`config.mk`:
```
export PLATFORM = sky130hd
export DESIGN_NAME = sad_search_ctrl
export DESIGN_NICKNAME = d
export VERILOG_FILES = /design/src/rtl/sad_search_ctrl.sv
export SDC_FILE = /design/constraint.sdc
export NUM_CORES = 1
export LEC_CHECK = 0
export CAP_MARGIN = 10
export CORE_ASPECT_RATIO = 0.5
export CORE_MARGIN = 4
export CORE_UTILIZATION = 35
export CTS_CLUSTER_DIAMETER = 120
export DETAILED_ROUTE_END_ITERATION = 16
export PLACE_DENSITY = 0.68
export SYNTH_ARGS = -nofsm -noshare
export SYNTH_HDL_FRONTEND = slang
export SYNTH_SLANG_ARGS = --single-unit
export TNS_END_PERCENT = 50
```
`constraint.sdc`:
```
create_clock -name clk -period 2 [get_ports clk]
set_clock_uncertainty 0.05 [all_clocks]
set_input_delay 0.6 -clock clk [delete_from_list [all_inputs] [get_ports clk]]
set_output_delay 0.6 -clock clk [all_outputs]
set_load 0.02 [all_outputs]
```
`src/rtl/sad_search_ctrl.sv`:
```
// Full-search block-match sequencer around one shared combinational SAD unit.
// Streams row pairs per candidate, accumulates SAD, keeps the minimum.
module sad_search_ctrl #(
   parameter int ROWS   = 16,
   parameter int CAND_W = 6,
   parameter int ACC_W  = 16,
   localparam int RW    = $clog2(ROWS)
) (
   input  logic              clk,
   input  logic              rst_n,
   input  logic              start,
   input  logic [CAND_W-1:0] num_cand,
   output logic              busy,
   output logic              done,
   output logic              rd_en,
   output logic [RW-1:0]     row_idx,
   output logic [CAND_W-1:0] cand_idx,
   input  logic [127:0]      cur_row,
   input  logic [127:0]      cand_row,
   output logic [127:0]      sad_pA,
   output logic [127:0]      sad_pB,
   input  logic [11:0]       sad_result,
   output logic [ACC_W-1:0]  best_sad,
   output logic [CAND_W-1:0] best_idx
);

   typedef enum logic [2:0] {
      S_IDLE,
      S_ISSUE,
      S_DRAIN,
      S_CMP,
      S_DONE
   } state_t;

   state_t              state_q;
   logic [CAND_W-1:0]   ncand_q;
   logic [CAND_W-1:0]   cand_q;
   logic [RW-1:0]       row_q;
   logic                drain_q;
   logic                busy_q;
   logic                done_q;
   logic                rd_q;
   logic [ACC_W-1:0]    acc_q;
   logic [ACC_W-1:0]    best_sad_q;
   logic [CAND_W-1:0]   best_idx_q;
   logic                v1_q;
   logic                v2_q;
   logic [127:0]        pa_q;
   logic [127:0]        pb_q;
   logic [ACC_W-1:0]    sad_ext;

   assign sad_ext = {{(ACC_W-12){1'b0}}, sad_result};

   always_ff @(posedge clk or negedge rst_n) begin
      if (!rst_n) begin
         state_q    <= S_IDLE;
         ncand_q    <= '0;
         cand_q     <= '0;
         row_q      <= '0;
         drain_q    <= 1'b0;
         busy_q     <= 1'b0;
         done_q     <= 1'b0;
         rd_q       <= 1'b0;
         acc_q      <= '0;
         best_sad_q <= '1;
         best_idx_q <= '0;
      end else begin
         if (v2_q) begin
            acc_q <= acc_q + sad_ext;
         end
         unique case (state_q)
            S_IDLE: begin
               if (start) begin
                  ncand_q    <= num_cand;
                  best_sad_q <= '1;
                  best_idx_q <= '0;
                  cand_q     <= '0;
                  row_q      <= '0;
                  acc_q      <= '0;
                  if (num_cand == '0) begin
                     state_q <= S_DONE;
                     done_q  <= 1'b1;
                  end else begin
                     state_q <= S_ISSUE;
                     busy_q  <= 1'b1;
                     rd_q    <= 1'b1;
                  end
               end
            end
            S_ISSUE: begin
               if (row_q == RW'(ROWS - 1)) begin
                  rd_q    <= 1'b0;
                  row_q   <= '0;
                  drain_q <= 1'b0;
                  state_q <= S_DRAIN;
               end else begin
                  row_q <= row_q + RW'(1);
               end
            end
            S_DRAIN: begin
               // two cycles: operand register, then accumulator
               drain_q <= ~drain_q;
               if (drain_q) begin
                  state_q <= S_CMP;
               end
            end
            S_CMP: begin
               if (acc_q < best_sad_q) begin
                  best_sad_q <= acc_q;
                  best_idx_q <= cand_q;
               end
               acc_q <= '0;
               if (cand_q == ncand_q - CAND_W'(1)) begin
                  state_q <= S_DONE;
                  done_q  <= 1'b1;
               end else begin
                  cand_q  <= cand_q + CAND_W'(1);
                  rd_q    <= 1'b1;
                  state_q <= S_ISSUE;
               end
            end
            S_DONE: begin
               done_q  <= 1'b0;
               busy_q  <= 1'b0;
               state_q <= S_IDLE;
            end
            default: begin
               state_q <= S_IDLE;
            end
         endcase
      end
   end

   always_ff @(posedge clk or negedge rst_n) begin
      if (!rst_n) begin
         v1_q <= 1'b0;
         v2_q <= 1'b0;
         pa_q <= '0;
         pb_q <= '0;
      end else begin
         v1_q <= rd_q;
         v2_q <= v1_q;
         if (v1_q) begin
            pa_q <= cur_row;
            pb_q <= cand_row;
         end
      end
   end

   assign busy     = busy_q;
   assign done     = done_q;
   assign rd_en    = rd_q;
   assign row_idx  = row_q;
   assign cand_idx = cand_q;
   assign sad_pA   = pa_q;
   assign sad_pB   = pb_q;
   assign best_sad = best_sad_q;
   assign best_idx = best_idx_q;

endmodule

```
==> flow_summary.ini <==
[placement]
gp_congestion = 0.8763
portBuffers = 567
dp_slack_ps = -856.3
dp_hpwl_um = 38430
dp_cells = 2084

[critical_path]
cp_data_arrival_time_ps = 2780
startpoint_type = register
cp_max_fo = 10
cpLargestDelayFamily = compound AO/OA/AOI/OAI gates
end_kind = register
reg2reg_slack_ps = -350
crit_buf_inv = 2
critPathRequiredTime_ps = 2430
path_class = reg2reg
path_cells = inv_2, ha_4, nand4_1, or3_4, a21oi_2, a211oi_2, o21a_2, buf_6, o22a_1
slowest_stage = dfstp_2
crit_path_max_incr_delay_ps = 540

[layout]
instances_no_fill = 2152
fillers = 2983
fin_nets = 1953
syn_to_final_growth_pct = 63.69
drive_above_1_share_pct = 34.91

[pwr]
power_density_mw_per_mm2 = 935.3
total_power_mw = 20.24
vdd_drop_max_v = 0.0006063
leakagePower_nw = 9.665

[clock_network]
cts_tree = yes
clk_pin_slew_worst_paths_ps = 70
cts_made_buffers = 29
cts_max_path_buffers = 3
clock-sinks = 319
clk_latency_ps = 560
clockRootBuffer = clkbuf_16
cts.htree.levels = 1

[synth]
synth_edf_count = 0
synth_top_family_by_area = multiplexers
synth_compound_area_share_pct = 5.500
yosysSeqAreaShare_pct = 60.55
async_reset_ff_share_pct = 100.0
synth_cell_types = 53
synthSimpleGateAreaFrac_pct = 5.708
synth.area.top_cells = dfrtp_1, mux2_2, dfstp_2
muxShareOfSynthArea_pct = 22.26
yosysTopAreaCell = dfrtp_1
yosysTopAreaCellShare_pct = 57.36
syn_inst = 955
synth_ff_type = dfrtp_1
syn_avg_cell_area_um2 = 13.84
yosys_warnings = 0
synth-seq-cells = 319
syn_area_mm2 = 0.01322
synthAdderAreaFrac_pct = 2.991
syn-num-nets = 1263
synth_xor_area_share_pct = 0.9277

[timing]
rsz0062_at_grt = true
maxSlewHeadroom_pct = 66.63
fin_crit_sh_pct = 117.5
setup_viol_count_final = 33
fmax_ghz = 0.4256
setup_ws_ps = -349.5
tightest_slew_ps = 500.6
timing.setup.tns_ps = -7746
final_hold_viol_count = 0
slew_violations = 0
min_period_ps = 2350

[run_status]
violations = setup timing
status = complete, but fails checks

[global_routing]
grt_max_degree = 57
met1_usage_pct = 26.63
grt.busiest_layer = met2
grt_pass1_vias = 11180
use_met2_pct = 43.03
grtUsageMet3_pct = 3.847
grt_pass1_wl_um = 71390
grt-ovfl-total = 0
antenna_found_initial = 1
grtUsageTotal_pct = 22.82

[drt]
post_drt_wl_per_cell_um = 22.72
firstDrtPassIters = 6
drc = 0
drt_wl_total_um = 48880
drt-initial-drc-count = 461
routed_via_density = 4.894
vias = 10530
antenna_left = 0

[floorplanning]
io-pin-count = 568
start_util_pct = 36.11
die-area_mm2 = 0.04113
die_y_um = 145.4
die_w_um = 282.8
rows = 49
fp.coreArea_mm2 = 0.03660

[worst_hold_path]
holdCritPathClass = reg2reg

[job]
drv_cap = 0
-- report_power, final --
| group | internal, mW | switching [mW] |
|---|---|---|
| combinational | 3.48 | 3.06 |
| sequential | 7.23 | 0.511 |
| clock | 3.41 | 2.54 |
| total | 14.1 | 6.12 |
-- cell usage after synthesis, types with 8 or more instances --
master	instances
inv_1	30
or3_1	10
a21oi_1	31
dfstp_2	16
xnor2_1	8
nand3_1	9
mux2_2	256
o21ai_0	30
dfrtp_1	303
clkbuf_1	34
ha_1	30
nand2_1	44
o22a_1	16
nor2_1	28
-- through the flow --
| step | area (um2) | utilization (%) | hold slack, ps |
|---|---|---|---|
| 2_1_floorplan | 13320 | - | 254.4 |
| 3_3_place_gp | 20440 | 55.84 | 338.3 |
| 3_5_place_dp | 20440 | 55.84 | 336.0 |
| 4_1_cts | 21460 | 58.63 | 352.2 |
| 5_1_grt | 21630 | 59.11 | 383.1 |
| 6_report | 21640 | 59.11 | 354.7 |
-- sequential cells by signal, summed over array words and instances (netlist names) --
register / flops
best_idx: 6
sad_pB: 128
drain_q: 1
acc_q: 16
best_sad: 16
rd_en: 1
v1_q: 1
state_q: 3
v2_q: 1
sad_pA: 128
busy: 1
ncand_q: 6
done: 1
row_idx: 4
cand_idx: 6
-- per-layer routing --
layer  routed length (um)  vias to the layer above
li1                     -                     4811
met1                18770                     5409
met2                26740                      219
met3                 1799                       91
met4                 1559                        2
met5                   13                        -
-- cell type report --
type / instances / area, um2 / area share [%]
Sequential cell: 319 / 8020 / 37.07
Timing Repair Buffer: 699 / 6560 / 30.32
Multi-Input combinational cell: 566 / 5329 / 24.63
Clock buffer: 40 / 827.0 / 3.823
Tap cell: 484 / 605.6 / 2.799
Clock inverter: 13 / 178.9 / 0.8270
Inverter: 30 / 112.6 / 0.5205
Antenna cell: 1 / 2.502 / 0.01157
-- timing repair --
item	4_1_cts	5_1_grt
endpoints found under the hold margin	27	0
gates resized for setup	491	73
gates cloned	1	1
setup buffers	5	6
pin swaps	19	24
endpoints found under the setup margin	327	80
hold buffers	1	0
-- kinds of logic (layout without fill, tap and decap cells) --
group           after synthesis  count (layout)
buf+inv                      70             782
xor+xnor                     14              14
flops                       319             319
compound gates              114             114
mux                         262             262
fa+ha+maj                    31              31
simple gates                145             145
other cells                   0               1
-- path summary, 6_finish.rpt --
check,endpoint,startpoint,cells past startpoint
setup / recovery,best_sad[14],best_sad[14],9
hold reg to reg,v1_q,rd_en,0
min in group asynchronous,best_idx[2],rst_n,2
hold / removal,v1_q,rd_en,0
max in group asynchronous,sad_pB[122],rst_n,3
setup reg to reg,best_sad[14],best_sad[14],9
-- layout by cell type (no fill, tap or decap), types with 11 or more instances in the layout --
| cell type | synthesis | final |
|---|---|---|
| dfstp_2 | 16 | 16 |
| dfrtp_2 | 0 | 11 |
| buf_4 | 0 | 101 |
| dlygate4sd2_1 | 0 | 227 |
| clkbuf_16 | 0 | 29 |
| clkdlybuf4s50_1 | 0 | 269 |
| clkdlybuf4s15_2 | 0 | 17 |
| nand2_1 | 44 | 43 |
| mux2_2 | 256 | 256 |
| nor2_1 | 28 | 26 |
| o22a_1 | 16 | 16 |
| ha_1 | 30 | 16 |
| a21oi_1 | 31 | 23 |
| inv_1 | 30 | 23 |
| buf_6 | 1 | 35 |
| dfrtp_1 | 303 | 291 |
| clkbuf_2 | 0 | 12 |
| clkdlybuf4s15_1 | 0 | 21 |
| o21ai_0 | 30 | 23 |
| ha_4 | 0 | 12 |
(Power assumes the default switching activity.)
